==> src/rtl/ctrl_pkg.sv <==
// ---------------------------------------------------------------------------
// ctrl_pkg
// Shared definitions for the multicycle control unit:
//   - state_t   : FSM state encoding (visible on the unit's 'state' port)
//   - cls_t     : instruction class derived from the 7-bit major opcode
//   - OPC_*     : major opcode values recognised by the decoder
//   - ALU_*     : 4-bit ALU operation codes driven to the datapath
//   - decode_class() : major opcode -> instruction class
// ---------------------------------------------------------------------------
package ctrl_pkg;

    typedef enum logic [2:0] {
        FETCH  = 3'd0,
        DECODE = 3'd1,
        EXEC   = 3'd2,
        MEM    = 3'd3,
        WB     = 3'd4,
        HALT   = 3'd5
    } state_t;

    typedef enum logic [2:0] {
        CLS_R       = 3'd0,
        CLS_I       = 3'd1,
        CLS_LOAD    = 3'd2,
        CLS_STORE   = 3'd3,
        CLS_BRANCH  = 3'd4,
        CLS_HALT    = 3'd5,
        CLS_ILLEGAL = 3'd6
    } cls_t;

    localparam logic [6:0] OPC_R      = 7'b0110011;
    localparam logic [6:0] OPC_I      = 7'b0010011;
    localparam logic [6:0] OPC_LOAD   = 7'b0000011;
    localparam logic [6:0] OPC_STORE  = 7'b0100011;
    localparam logic [6:0] OPC_BRANCH = 7'b1100011;
    localparam logic [6:0] OPC_HALT   = 7'b1111111;

    localparam logic [3:0] ALU_ADD = 4'b0000;
    localparam logic [3:0] ALU_SUB = 4'b0001;
    localparam logic [3:0] ALU_AND = 4'b0010;
    localparam logic [3:0] ALU_OR  = 4'b0011;
    localparam logic [3:0] ALU_XOR = 4'b0100;
    localparam logic [3:0] ALU_SLL = 4'b0101;
    localparam logic [3:0] ALU_SRL = 4'b0110;
    localparam logic [3:0] ALU_SLT = 4'b0111;

    function automatic cls_t decode_class(input logic [6:0] opc);
        cls_t c;
        case (opc)
            OPC_R:      c = CLS_R;
            OPC_I:      c = CLS_I;
            OPC_LOAD:   c = CLS_LOAD;
            OPC_STORE:  c = CLS_STORE;
            OPC_BRANCH: c = CLS_BRANCH;
            OPC_HALT:   c = CLS_HALT;
            default:    c = CLS_ILLEGAL;
        endcase
        return c;
    endfunction

endpackage

==> src/rtl/alu_decode.sv <==
// ---------------------------------------------------------------------------
// alu_decode
// Combinational decode of the latched instruction register.
// Ports:
//   ir      in  32  latched instruction word
//   alu_op  out 4   ALU operation code for the datapath
//   alu_src out 1   1 = immediate operand, 0 = RS2
//   cls     out 3   instruction class (cls_t)
// ---------------------------------------------------------------------------
module alu_decode
    import ctrl_pkg::*;
(
    input  logic [31:0] ir,
    output logic [3:0]  alu_op,
    output logic        alu_src,
    output cls_t        cls
);

    logic [2:0] funct3;
    logic       funct7b5;
    logic       unused_ir_bits;

    assign funct3         = ir[14:12];
    assign funct7b5       = ir[30];
    assign unused_ir_bits = ^{ir[31], ir[29:15], ir[11:7]};

    // funct3 -> ALU code. sub_sel only distinguishes ADD/SUB; the shift-right
    // slot always maps to SRL since there is no arithmetic-shift code.
    function automatic logic [3:0] funct_to_alu(input logic [2:0] f3,
                                                input logic       sub_sel);
        logic [3:0] op;
        case (f3)
            3'b000:  op = sub_sel ? ALU_SUB : ALU_ADD;
            3'b001:  op = ALU_SLL;
            3'b010:  op = ALU_SLT;
            3'b011:  op = ALU_SLT;
            3'b100:  op = ALU_XOR;
            3'b101:  op = ALU_SRL;
            3'b110:  op = ALU_OR;
            default: op = ALU_AND;
        endcase
        return op;
    endfunction

    always_comb begin
        cls     = decode_class(ir[6:0]);
        alu_op  = ALU_ADD;
        alu_src = 1'b0;
        case (cls)
            CLS_R: begin
                alu_op = funct_to_alu(funct3, funct7b5);
            end
            CLS_I: begin
                // bit 30 is immediate data for I-type, never a SUB select
                alu_op  = funct_to_alu(funct3, 1'b0);
                alu_src = 1'b1;
            end
            CLS_LOAD, CLS_STORE: begin
                alu_op  = ALU_ADD;
                alu_src = 1'b1;
            end
            CLS_BRANCH: begin
                alu_op = ALU_SUB;
            end
            default: begin
                alu_op  = ALU_ADD;
                alu_src = 1'b0;
            end
        endcase
    end

endmodule

==> src/rtl/multicycle_control_unit.sv <==
// ---------------------------------------------------------------------------
// multicycle_control_unit
// Multicycle sequencer for the datapath: FETCH, DECODE, EXEC, MEM, WB, HALT.
// All outputs are registered and reflect the state entered at the last edge.
// Ports:
//   clk       in   1      rising-edge clock
//   reset     in   1      synchronous active-low reset
//   run       in   1      advance enable (0 freezes everything)
//   instr     in   32     ROM word at current PC
//   zero      in   1      ALU zero flag
//   opcode    out  4      ALU operation code (valid EXEC..WB)
//   ALUsrc    out  1      1 = immediate operand
//   RegWrite  out  1      register-file write enable
//   MemRW     out  1      1 = RAM write
//   MemtoReg  out  1      1 = RAM data to register file
//   PCsrc     out  1      1 = PC+imm, 0 = PC+4
//   pc_we     out  1      PC load enable, one cycle per retired instruction
//   state     out  3      current state code
//   illegal   out  1      pulse in DECODE for unknown opcode
//   halted    out  1      1 while in HALT
//   retired   out  CNT_W  retired-instruction counter (wraps)
// ---------------------------------------------------------------------------
module multicycle_control_unit
    import ctrl_pkg::*;
#(
    parameter int unsigned CNT_W        = 16,
    parameter bit          ILLEGAL_HALT = 1'b0
) (
    input  logic             clk,
    input  logic             reset,
    input  logic             run,
    input  logic [31:0]      instr,
    input  logic             zero,
    output logic [3:0]       opcode,
    output logic             ALUsrc,
    output logic             RegWrite,
    output logic             MemRW,
    output logic             MemtoReg,
    output logic             PCsrc,
    output logic             pc_we,
    output logic [2:0]       state,
    output logic             illegal,
    output logic             halted,
    output logic [CNT_W-1:0] retired
);

    state_t      cur;
    logic [31:0] ir;
    logic [3:0]  dec_op;
    logic        dec_src;
    cls_t        dec_cls;
    cls_t        fetch_cls;
    logic        taken;

    alu_decode u_alu_decode (
        .ir      (ir),
        .alu_op  (dec_op),
        .alu_src (dec_src),
        .cls     (dec_cls)
    );

    assign state     = cur;
    assign fetch_cls = decode_class(instr[6:0]);
    assign taken     = ((ir[14:12] == 3'b000) &&  zero) ||
                       ((ir[14:12] == 3'b001) && !zero);

    // The word is captured into IR on the edge entering DECODE, so DECODE and
    // everything after it decodes from IR. The illegal flag is registered on
    // that same edge from the word being captured, so it is high in DECODE.
    always_ff @(posedge clk) begin
        if (!reset) begin
            cur      <= FETCH;
            ir       <= '0;
            retired  <= '0;
            opcode   <= '0;
            ALUsrc   <= 1'b0;
            RegWrite <= 1'b0;
            MemRW    <= 1'b0;
            MemtoReg <= 1'b0;
            PCsrc    <= 1'b0;
            pc_we    <= 1'b0;
            illegal  <= 1'b0;
            halted   <= 1'b0;
        end else if (run) begin
            // strobes are single-shot per state visit
            RegWrite <= 1'b0;
            MemRW    <= 1'b0;
            MemtoReg <= 1'b0;
            PCsrc    <= 1'b0;
            pc_we    <= 1'b0;
            illegal  <= 1'b0;

            case (cur)
                FETCH: begin
                    cur     <= DECODE;
                    ir      <= instr;
                    opcode  <= '0;
                    ALUsrc  <= 1'b0;
                    illegal <= (fetch_cls == CLS_ILLEGAL);
                end

                DECODE: begin
                    case (dec_cls)
                        CLS_HALT: begin
                            cur    <= HALT;
                            halted <= 1'b1;
                        end
                        CLS_ILLEGAL: begin
                            if (ILLEGAL_HALT) begin
                                cur    <= HALT;
                                halted <= 1'b1;
                            end else begin
                                cur     <= FETCH;
                                pc_we   <= 1'b1;
                                retired <= retired + CNT_W'(1);
                            end
                        end
                        default: begin
                            cur    <= EXEC;
                            opcode <= dec_op;
                            ALUsrc <= dec_src;
                            if (dec_cls == CLS_BRANCH) begin
                                PCsrc   <= taken;
                                pc_we   <= 1'b1;
                                retired <= retired + CNT_W'(1);
                            end
                        end
                    endcase
                end

                EXEC: begin
                    case (dec_cls)
                        CLS_R, CLS_I: begin
                            cur      <= WB;
                            RegWrite <= 1'b1;
                            pc_we    <= 1'b1;
                            retired  <= retired + CNT_W'(1);
                        end
                        CLS_LOAD: begin
                            cur <= MEM;
                        end
                        CLS_STORE: begin
                            cur     <= MEM;
                            MemRW   <= 1'b1;
                            pc_we   <= 1'b1;
                            retired <= retired + CNT_W'(1);
                        end
                        default: begin
                            // branch already retired on entry to EXEC
                            cur    <= FETCH;
                            opcode <= '0;
                            ALUsrc <= 1'b0;
                        end
                    endcase
                end

                MEM: begin
                    if (dec_cls == CLS_LOAD) begin
                        cur      <= WB;
                        RegWrite <= 1'b1;
                        MemtoReg <= 1'b1;
                        pc_we    <= 1'b1;
                        retired  <= retired + CNT_W'(1);
                    end else begin
                        cur    <= FETCH;
                        opcode <= '0;
                        ALUsrc <= 1'b0;
                    end
                end

                WB: begin
                    cur    <= FETCH;
                    opcode <= '0;
                    ALUsrc <= 1'b0;
                end

                HALT: begin
                    cur    <= HALT;
                    halted <= 1'b1;
                end

                default: begin
                    cur    <= FETCH;
                    opcode <= '0;
                    ALUsrc <= 1'b0;
                    halted <= 1'b0;
                end
            endcase
        end
    end

endmodule

==> config.mk <==
export PLATFORM = sky130hd
export DESIGN_NAME = multicycle_control_unit
export DESIGN_NICKNAME = d
export VERILOG_FILES = /design/src/rtl/ctrl_pkg.sv /design/src/rtl/alu_decode.sv /design/src/rtl/multicycle_control_unit.sv
export SDC_FILE = /design/constraint.sdc
export NUM_CORES = 1
export LEC_CHECK = 0
export CAP_MARGIN = 20
export CORE_MARGIN = 1
export CORE_UTILIZATION = 40
export DETAILED_ROUTE_END_ITERATION = 8
export PLACE_DENSITY = 0.74
export SYNTH_ARGS = -nofsm -noshare
export SYNTH_HDL_FRONTEND = slang
export SYNTH_SLANG_ARGS = --single-unit
==> constraint.sdc <==
create_clock -name clk -period 2.6 [get_ports clk]
set_input_delay 0.65 -clock clk [delete_from_list [all_inputs] [get_ports clk]]
set_output_delay 0.65 -clock clk [all_outputs]
set_load 0.03 [all_outputs]
==> results of run 1 <==
## cells in the mapped netlist (2+ instances only)
cell type	n	area, sq um
mux2i_1	3	30.03
nand2b_1	5	31.28
o21a_1	3	22.52
clkbuf_1	10	37.54
buf_4	4	30.03
nor3_1	3	15.01
o311ai_0	2	17.52
nor4_1	2	12.51
nor2b_1	3	18.77
nor2_1	6	22.52
nand3_1	10	50.05
o41ai_1	2	17.52
a21oi_1	36	180.2
and2_1	4	25.02
and4_1	2	17.52
or4_1	12	90.09
buf_2	2	10.01
o31ai_1	11	82.58
nand2_1	46	172.7
or3_1	2	12.51
a2bb2oi_1	2	17.52
o21ai_1	2	10.01
and3_1	4	25.02
nand4_1	5	31.28
o22ai_1	2	12.51
buf_6	2	22.52
dfxtp_1	41	820.8
o21ai_0	7	35.03
inv_1	5	18.77
## through the flow
stage               hold slack [ps]  std cells    util  total power [mW]  setup slack [ps]
floorplan                     436.3        267       -            0.7972             502.6
global placement              447.9        371  0.5156            0.8564             185.8
detailed placement            449.3        371  0.5156            0.8610             137.3
CTS                           460.1        379  0.5310             1.263             266.8
global route                  473.8        379  0.5310             1.310             192.8
finish                        457.7        379  0.5310             1.252             275.2
## worst reg2reg max path: cells and delay by family, from the launching register on
kind,cells,cell delay [ps]
compound gates,2,440
simple gates,3,1140
flops,1,590
## kinds of logic (layout without fill, tap and decap cells)
kind of cell    after synthesis  after routing  share of synthesized area
simple gates                118            118                     0.3111
compound gates               77             77                     0.2291
flops                        41             41                     0.3738
buf+inv                      24             66                    0.05584
mux                           4              4                    0.01880
fa+ha+maj                     1              1                   0.005697
other cells                   1              1                   0.001708
xor+xnor                      1              1                   0.003989
## cell type report
cell class	instances	area (sq um)
Tap cell	70	87.58
Timing Repair Buffer	52	500.5
Sequential cell	41	820.8
Multi-Input combinational cell	202	1252
Fill cell	532	2441
Clock buffer	8	80.08
Inverter	6	22.52
## power by group through the flow
stage | sequential, mW | combinational, mW | clock (mW)
2_1_floorplan | 0.686 | 0.111 | 0
3_3_place_gp | 0.685 | 0.171 | 0
3_5_place_dp | 0.688 | 0.173 | 0
4_1_cts | 0.673 | 0.174 | 0.416
5_1_grt | 0.677 | 0.191 | 0.442
6_report | 0.673 | 0.174 | 0.404
## path summary, 6_finish.rpt
check / depth (start not counted) / end / slack (ps) / startpoint
max: 2 / state[0] / 280 / state[0]
min: 2 / opcode[2] / 460 / opcode[2]
max reg2reg: 5 / retired[4] / 360 / state[1]
min reg2reg: 2 / opcode[2] / 460 / opcode[2]
## sequential cells by signal (all words and copies together), names as in the netlist
signal	cells
ALUsrc	1
retired	16
pc_we	1
ir	11
RegWrite	1
MemtoReg	1
opcode	3
PCsrc	1
state	3
halted	1
illegal	1
MemRW	1
## layer usage
metal,share of wire,vias to the layer above,track usage
met5,0,-,0
met4,0.020,0,0.07885
met3,0.063,12,0.03832
met2,0.46,77,0.3036
met1,0.45,1002,0.2628
li1,-,1072,-
==> metrics.txt, run 1 <==
Layout area overhead=25.87%; DPL Wire Length=3.976 mm; first-pass GRT wire length=9.156 mm; Worst-Skew Late Latency=between 200 and 300 ps; RSZ-0062 raised after global routing=false; number of setup buffers added after CTS=0; power density over the cells=approximately 450 nW/um^2; Syn Std Cell Area=about 2200 sq um; clk_skew=between 6 and 7 ps; crit-path max cell delay=~670 ps; Async S/R FF share, synth=0; Clock transition at path regs=around 80 ps; sw frac=0.2727; Rows=26; worst-path fanout max=7; Tcrit/Tclk final=0.8942; Worst Setup Start Kind=flip-flop; EDFF count, synth=0; DP Area=between 2000 and 3000 sq um; worst path bufs/invs=2; status=complete, no violations; Core ar.=approximately 5200 sq um; Final setup viols=0; worst path cell trace=buf_4, clkdlybuf4s50_1; IO Port Bufs=between 40 and 50; crit end category=primary output; via count=about 2200; synthesis-stage register bit count=41; # resized after CTS=0; CTS buffer count=5; DRT iter0 DRCs=about 170; share of cells above drive strength 1=0.07767; hold_buf cts=0; # DRC=0; IO Pins=67; die height=between 70 and 80 microns; gr ovfl total=0; Largest delay share family, worst path=buffers and inverters; CTS tree=built; yosys warns=0; shortest period the worst path allows=around 2300 ps; prevailing post-synth register cell=dfxtp_1; largest net degree at the start of global routing=28; Pre-Repair DR Iteration Count=4; width of the die=76.09 microns; share of total power in combinational logic=0.139; # Max-Cap Violations=0; clk sinks=41; Clk network pwr share=0.323; antenna violations before repair=0; vias in the first global route=between 1500 and 2000; CTS Root Cell=clkbuf_8; VDD IR max=0.0003648 V; Layout Cell Area excl Fill=2764 sq um; max-slew violations=0; most frequent cells in the layout=nand2_1 (46), clkdlybuf4s50_1 (44), dfxtp_1 (41); Net Sw Power=341.3 uW; CP max-delay cell=clkdlybuf4s50_1; H-tree lvl count=2; Via density=roughly 5.7; Rel. slew slack=0.6521; P_int=around 900 uW; Post-Synthesis Mean Instance Area=between 8 and 9 sq um; final count of hold timing violations=0; ANT nets after route=0; CP arrival=1670 ps; Synth Net Count=304; Min-Delay Path Class=reg -> reg; register area share after synthesis=0.3738; LEAKAGE=approximately 0.9 nW; most common cell after layout, fill and taps aside=nand2_1; gr usage total=0.1945; Initial Util=0.4219; Synth cell types=58; wire length per cell=between 10 and 15 microns; Final Wtd Congestion=roughly 0.89; CTS Buffer Depth=2; Ant. Diodes=0; power share of the sequential group=0.538; synthesized instance count=approximately 270; Post-Route Setup TNS=0 ps; final WL=5.409 mm; crit path kind=reg -> out; Layout Nets=345; Req. time, crit path=1950 ps; Worst Tran Pin Value=a little over 500 ps; die area=roughly 5800 sq um; f_max=about 430 MHz
(Power assumes the default switching activity.)
==> run 2, diff against run 1 <==
SKIP_LAST_GASP = 1   (was default)
clock period = 2.7 ns   (was 2.6 ns; I/O delays follow)
==> run 2 against run 1 <==
Combinational power decreased by 7%. Cell count decreased by 0.79%. Sequential power decreased by 3.4%. Setup slack improved by 99 ps. Clock power increased by 9.9%. Critical path depth decreased by 1. Largest power group unchanged. Critical endpoint unchanged. Global-route usage decreased by 0.43 points. Routed wire length decreased by 2.5%. Highest routed layer unchanged. First-iteration DRC count decreased by 20%. Core utilization about the same. Critical path type unchanged. Flip-flop and latch count unchanged. Largest cell class unchanged. Register-to-register slack improved by 100 ps.
==> metrics.txt, run 2 (same netlist as run 1, synthesis figures left out) <==
Initial Util=0.4219 (unchanged); wire length per cell=14.03 microns (-1.7%); Most flops, register=retired; clk_skew=6.615 ps (+0.4173 ps); Layout Nets=342 (-0.87%); IO Port Bufs=44 (unchanged); share of cells above drive strength 1=0.07843 (+0.0007615); Final setup viols=0 (unchanged); Largest regs=retired (16), ir (11); met3 GRT Util=0.03234 (-0.005988); Tcrit/Tclk final=0.8612; sw frac=0.2659 (-0.006771); Final Wtd Congestion=0.8923 (+0.62%); worst hold slack=462.0 ps (+4.342 ps); gr busiest metal=met2; met1 Use GR=0.2598 (-0.002999); Clk network pwr share=0.354 (+0.031); die area=5790 sq um (unchanged); antenna violations before repair=0 (unchanged); Clock transition at path regs=80 ps (about the same); status=complete, no violations; width of the die=76.09 microns (unchanged); first-pass GRT wire length=8.956 mm (-2.2%); gr usage total=0.1902 (-0.004285); largest net degree at the start of global routing=32 (+14%); post-layout util=0.5308 (about the same); Layout Cell Area excl Fill=2763 sq um (about the same); most common cell after layout, fill and taps aside=nand2_1; number of setup buffers added after CTS=0 (unchanged); Layout area overhead=25.81% (about the same); via count=2112 (-2.4%); most frequent cells in the layout=nand2_1 (46), clkdlybuf4s50_1 (44), dfxtp_1 (41); M2 GR Usage=0.3036 (unchanged); clk sinks=41 (unchanged); Via density=5.617 (-1.6%); PnR worst setup slack=374.7 ps (+99.46 ps); CTS Root Cell=clkbuf_8; CTS Buffer Depth=2 (unchanged); Ant. Diodes=0 (unchanged); crit path kind=reg -> out; Min-Delay Path Class=reg -> reg; Net Sw Power=333.4 uW (-2.3%); DPL Wire Length=3.763 mm (-5.3%); hold_buf cts=0 (unchanged); CP max-delay cell=clkdlybuf4s50_1; shortest period the worst path allows=between 2000 and 2500 ps; Largest delay share family, worst path=buffers and inverters; crit-path max cell delay=760 ps (+90 ps); RSZ-0062 raised after global routing=false; non-filler cells, final=376 (-0.79%); CTS tree=built; share of total power in combinational logic=0.128 (-0.011); Rows=26 (unchanged); vias in the first global route=1864 (-2.0%); Pre-Repair DR Iteration Count=4 (unchanged); # resized after CTS=0 (unchanged); ANT nets after route=0 (unchanged); final WL=5.276 mm (-2.5%); worst path cell trace=clkdlybuf4s50_1; worst path bufs/invs=1 (-1); worst-path fanout max=12 (+5); P_int=920.6 uW (+1.1%); Req. time, crit path=2030 ps (+80 ps); fillers=521 (-2.1%); CP arrival=1650 ps (-20 ps); DRT iter0 DRCs=138 (-20%); gr ovfl total=0 (unchanged); IO Pins=67 (unchanged); power share of the sequential group=0.518 (-0.020); power density over the cells=453.9 nW/um^2 (+0.24%); Post-Route Setup TNS=0 ps (unchanged); R2R Setup Slk=460 ps (+100 ps); Core ar.=5205 sq um (unchanged); placed insts=368 (-0.81%); Worst Setup Start Kind=flip-flop; die height=76.09 microns (unchanged); DP Worst Slack=197.8 ps (+60.49 ps); # DRC=0 (unchanged); # Max-Cap Violations=0 (unchanged); LEAKAGE=0.8877 nW (-0.12%); max-slew violations=0 (unchanged); CTS buffer count=5 (unchanged); Overall Power=1.254 mW (+0.20%); crit end category=primary output; DP Area=2661 sq um (-0.84%); Worst-Skew Late Latency=290 ps (about the same); H-tree lvl count=2 (unchanged); f_max=between 400 and 500 MHz; VDD IR max=0.0002885 V (-21%); Largest register FFs=16 (unchanged); final count of hold timing violations=0 (unchanged)
==> run 2: per-layer routing <==
| metal | wire, microns | part of all wire |
|---|---|---|
| met5 | 0 | 0 |
| met4 | 72 | 0.014 |
| met3 | 238 | 0.045 |
| met2 | 2429 | 0.46 |
| met1 | 2536 | 0.48 |
==> run 2: tightest hold or removal path: cells and delay by family, from the launching register on <==
family           cells  cell delay (ps)
DFF                  1              320
and+or+nand+nor      1               50
muxes                1               50
==> run 2: area by class of cell <==
type,count,area (sq um),share of cell area
multi-input combinational,202,1252,0.4534
sequential,41,820.8,0.2971
timing repair buffer,49,478.0,0.1730
clock buffer,7,96.34,0.03487
tap,70,87.58,0.03170
inverter,6,22.52,0.008152
clock inverter,1,5.005,0.001812
==> run 2: power by group through the flow <==
stage	registers, mW	logic [mW]	clock network (mW)
finish	0.650	0.161	0.444
global route	0.654	0.178	0.472
CTS	0.649	0.161	0.450
detailed placement	0.664	0.161	0
global placement	0.662	0.159	0
floorplan	0.661	0.107	0
==> run 2: worst paths after layout <==
check / startpoint / end / cells past startpoint
max: state[0] / state[0] / 1
min: opcode[1] / opcode[1] / 2
max reg2reg: state[1] / retired[6] / 5
min reg2reg: opcode[1] / opcode[1] / 2
==> RTL edit 1: new RTL, config.mk and constraints of run 2 <==
Change the parameter `ILLEGAL_HALT` from 1'b0 to 1'b1.
--- a/src/rtl/multicycle_control_unit.sv
+++ b/src/rtl/multicycle_control_unit.sv
@@ -26,3 +26,3 @@
     parameter int unsigned CNT_W        = 16,
-    parameter bit          ILLEGAL_HALT = 1'b0
+    parameter bit          ILLEGAL_HALT = 1'b1
 ) (
Function: changed (Yosys sat finds a counterexample within 4 cycles, from zero or initial values and one cycle with reset low).
==> RTL edit 1 against run 2 <==
- synthesized area decreased by 8.4%
- setup slack got worse by 0.017 ns
- die area decreased by 8.2%
- fmax decreased by 0.72%
- sequential power about the same
- synthesized cell count decreased by 6.0%
- wire length decreased by 14%
- sequential share of layout area increased by 2.0 points
- cell area decreased by 6.4%
- total power decreased by 4.8%
- count of clock-buffer cells in the layout decreased by 1
- sequential cell count unchanged
==> RTL edit 1: results <==
metrics = {
    "placement": {
        "place_congestion": 0.852,
        "port_buffers": 44,
        "dpl.hpwl_um": 3190,
        "dp.cells": 353,
    },
    "route": {
        "drtIter0Drc": 111,
        "drt_wl_total_um": 4520,
        "drt-pass1-iter-count": 4,
        "drt-wirelength-per-cell_um": 12.5,
        "vias_per_cell": 5.40,
    },
    "synth": {
        "async_reset_ff_share_pct": 0,
        "seq_area_frac_synth_pct": 40.8,
        "syn_inst": 251,
        "synthTopCellsByArea": "dfxtp_1, a21oi_1, nand2_1",
        "ys_warn_count": 0,
        "synth_common_cells": "dfxtp_1, nand2_1, a21oi_1",
        "syn_nets": 288,
        "synth_ff_type": "dfxtp_1",
        "ys_types": 50,
    },
    "cts": {
        "postCtsSetupBuffers": 0,
        "post_cts_resized": 0,
        "insertion_delay_ns": 0.30,
        "numCtsBuffers": 5,
        "ctsRootBufferMaster": "clkbuf_8",
        "h-tree-depth": 2,
        "cts.clk_slew.worst_paths_ns": 0.08,
        "cts_buffer_depth": 2,
    },
    "power": {
        "ir_worst_vdd_mv": 0.239,
        "p_leak_uw": 0.000847,
    },
    "global_route": {
        "grtUsageTotal_pct": 18.3,
        "grt_pass1_vias": 1701,
        "antenna_found_initial": 0,
        "grt_start_max_net_pins": 37,
        "grt_pass1_wl_um": 7650,
    },
    "final_layout": {
        "num_antenna_cells": 0,
        "drive_gt1_share_pct": 6.80,
        "nFillCells": 473,
        "final_nets": 330,
        "top_regs": "retired x16, ir x11",
    },
    "worst_setup_path": {
        "crit_fanout": 12,
        "cp_slowest_stage_delay_ns": 0.76,
        "cp.arrival_ns": 1.67,
        "crit_slowest_cell": "clkdlybuf4s50_1",
    },
    "flow_run": {
        "maxCapViolations": 0,
    },
    "sta": {
        "worst_pin_slew_ns": 0.518,
        "finalClockSkew_ns": 0.00283,
    },
    "status": {
        "status": "finished, final reports clean",
    },
}
-- RTL edit 1: cell types whose count changed after synthesis, moves of 4 or more --
cell and change:
nand2_1 -8, o31ai_1 -8, o21ai_0 -4, or4_1 -9
nor2_1 +10, or3_1 +7, o21ai_1 +9
-- RTL edit 1: metrics by stage --
stage          instance area, um^2  setup slack (ns)  total power [uW]  hold slack [ns]
4_1_cts                       2580             0.350              1200            0.458
2_1_floorplan                 2010             0.786               753            0.432
3_3_place_gp                  2500             0.185               807            0.438
5_1_grt                       2580             0.311              1240            0.471
6_report                      2580             0.358              1190            0.458
3_5_place_dp                  2500             0.128               809            0.448
-- RTL edit 1: kinds of logic after synthesis --
logic type,count (synthesis),synth area share (%)
buffers and inverters,22,5.35
and+or+nand+nor,107,27.8
other,1,0.187
DFF,41,40.8
adders and majority gates,1,0.622
AOI/OAI and AO/OA,72,22.0
muxes,3,1.49
xor gates and xnor gates,4,1.74
-- RTL edit 1: cell type report --
type	instances	area [um^2]	area share, %
multi-input cells	188	1080	41.9
well taps	67	83.8	3.24
repair buffers	51	493	19.1
clock buffers	6	72.6	2.81
inverters	6	22.5	0.871
clock inverters	2	10.0	0.387
flip-flops and latches	41	821	31.8
-- RTL edit 1: report_power, final --
group | internal (uW) | total (uW) | switching [uW]
clock | 179 | 399 | 220
sequential | 621 | 648 | 26.6
combinational | 64.8 | 147 | 81.7
total | 865 | 1190 | 328
-- RTL edit 1: path summary, 6_finish.rpt --
path	start	end	slack [ns]	cells past startpoint
setup / recovery	state[0]$_SDFFE_PN0P_	state[0]	0.36	1
hold / removal	ir[3]$_SDFFE_PN0P_	ir[3]$_SDFFE_PN0P_	0.46	2
setup reg to reg	state[1]$_SDFFE_PN0P_	retired[5]$_SDFFE_PN0P_	0.57	6
hold reg to reg	ir[3]$_SDFFE_PN0P_	ir[3]$_SDFFE_PN0P_	0.46	2
-- RTL edit 1: layer usage --
layer  wire, um  share of wire (%)  vias up  GRT usage (%)
met5          0                  0        -              0
met4         74                1.6        0           8.06
met3        143                3.2        7           3.31
met2       2020                 45       42           28.2
met1       2280                 50      909           25.1
li1           -                  -      990              -
==> RTL edit 2: new RTL, settings of run 2 <==
Made on the original files. Put one more register stage on the output `retired`, cleared by the reset. The value now appears one clock later. The other outputs are not delayed to match. Comments in the files are not updated.
--- a/src/rtl/multicycle_control_unit.sv
+++ b/src/rtl/multicycle_control_unit.sv
@@ -46,2 +46,4 @@
 
+    logic [CNT_W-1:0] retired_s0;
+
     state_t      cur;
@@ -73,3 +75,3 @@
             ir       <= '0;
-            retired  <= '0;
+            retired_s0 <= '0;
             opcode   <= '0;
@@ -114,3 +116,3 @@
                                 pc_we   <= 1'b1;
-                                retired <= retired + CNT_W'(1);
+                                retired_s0 <= retired_s0 + CNT_W'(1);
                             end
@@ -124,3 +126,3 @@
                                 pc_we   <= 1'b1;
-                                retired <= retired + CNT_W'(1);
+                                retired_s0 <= retired_s0 + CNT_W'(1);
                             end
@@ -136,3 +138,3 @@
                             pc_we    <= 1'b1;
-                            retired  <= retired + CNT_W'(1);
+                            retired_s0 <= retired_s0 + CNT_W'(1);
                         end
@@ -145,3 +147,3 @@
                             pc_we   <= 1'b1;
-                            retired <= retired + CNT_W'(1);
+                            retired_s0 <= retired_s0 + CNT_W'(1);
                         end
@@ -162,3 +164,3 @@
                         pc_we    <= 1'b1;
-                        retired  <= retired + CNT_W'(1);
+                        retired_s0 <= retired_s0 + CNT_W'(1);
                     end else begin
@@ -191,2 +193,10 @@
 
+    always_ff @(posedge clk) begin
+        if (!reset) begin
+            retired <= '0;
+        end else begin
+            retired <= retired_s0;
+        end
+    end
+
 endmodule
Check against the original RTL: not equivalent (Yosys sat finds a counterexample within 4 cycles, from zero or initial values and one cycle with reset low).
==> RTL edit 2 against run 2 <==
- synthesized area increased by 12%
- register-to-register slack gained 0.10 ns
- total power grew 54%
- via count grew 2.7%
- wire length is essentially flat
- sequential share of layout area rose by 5.8 points
- setup slack worse by 0.019 ns
- cell area increased by 16%
- sequential cell count up 16
- count of clock-buffer cells in the layout rose by 4
- critical path type unchanged
- largest power group is now clock
==> RTL edit 2: results <==
metrics = {
    "global_route": {
        "grt_start_max_net_pins": 14,
        "use_met1_pct": 22.8,
        "grt_pass1_vias": 1996,
        "grt_util_met2_pct": 30.5,
        "grtUsageTotal_pct": 18.8,
        "met3_usage_pct": 6.48,
        "grt_pass1_wl_um": 9200,
    },
    "route": {
        "drt-pass1-iter-count": 7,
        "route.met2.wl_um": 2460,
        "drt_wl_total_um": 5280,
        "wl_met1_um": 2470,
        "drtIter0Drc": 188,
        "vias_per_cell": 5.24,
        "met3_length_um": 287,
    },
    "synth": {
        "ys_types": 56,
        "synth_common_cells": "dfxtp_1, nand2_1, a21oi_1",
        "seq_area_frac_synth_pct": 46.4,
        "syn_nets": 322,
        "synthTopCellsByArea": "dfxtp_1, a21oi_1, nand2_1",
        "synth_top_area_share_pct": 46.4,
    },
    "worst_setup_path": {
        "crit_path_end": "state[1]",
        "crit_start": "state[1]$_SDFFE_PN0P_",
        "timing.rr.end": "retired_s0[15]$_SDFFE_PN0P_",
        "crit_slowest_cell": "clkdlybuf4s50_1",
        "reg2reg_slack_ns": 0.56,
        "cp.arrival_ns": 1.67,
        "r2r_cells": 6,
        "regToRegStartpoint": "state[0]$_SDFFE_PN0P_",
    },
    "placement": {
        "pre_cts_ws_ns": 0.156,
        "dpl.hpwl_um": 3810,
        "placedInstanceArea_mm2": 0.00299,
        "port_buffers": 44,
        "place_congestion": 0.882,
    },
    "cts": {
        "cts_buffer_depth": 2,
        "insertion_delay_ns": 0.33,
        "postCtsSetupBuffers": 0,
        "h-tree-depth": 3,
        "cts.clk_slew.worst_paths_ns": 0.06,
        "numCtsBuffers": 9,
    },
    "power": {
        "switching_share_pct": 22.9,
        "power_clock_uw": 903,
        "seq_power_uw": 882,
        "p_leak_uw": 0.00117,
        "ir_worst_vdd_mv": 0.303,
        "p_int_uw": 1490,
    },
    "final_layout": {
        "syn2layout_area_growth_pct": 30.9,
        "drive_gt1_share_pct": 11.5,
        "nFillCells": 555,
        "final_nets": 371,
        "top_regs": "retired x16, retired_s0 x16, ir x11",
    },
    "flow_run": {
        "maxCapViolations": 0,
    },
    "min_path": {
        "worstHoldStart": "MemRW$_SDFFE_PN0P_",
        "holdPathEnd": "MemRW$_SDFFE_PN0P_",
    },
    "sta": {
        "finalClockSkew_ns": 0.00730,
    },
    "status": {
        "status": "finished, final reports clean",
    },
}
-- RTL edit 2: final cells by class --
type / count / area, um^2 / share of cell area [%]
timing repair buffer: 53 / 508 / 15.8
clock buffer: 11 / 151 / 4.71
clock inverter: 5 / 77.6 / 2.41
multi-input combinational: 200 / 1190 / 37.2
sequential: 57 / 1140 / 35.5
inverter: 13 / 48.8 / 1.52
tap: 75 / 93.8 / 2.92
-- RTL edit 2: logic make-up after synthesis --
| family | synth area share, % |
|---|---|
| AOI/OAI and AO/OA | 15.6 |
| and+or+nand+nor | 27.0 |
| other | 0.153 |
| adders and majority gates | 0.509 |
| xor gates and xnor gates | 3.21 |
| DFF | 46.4 |
| buffers and inverters | 4.94 |
| muxes | 2.14 |
-- RTL edit 2: through the flow --
stage	instances	hold slack [ns]	utilization, %
after global placement	398	0.446	50.4
after detailed placement	398	0.458	50.4
after floorplan	285	0.436	-
after CTS	414	0.467	54.3
final	414	0.466	54.3
after global routing	414	0.492	54.3
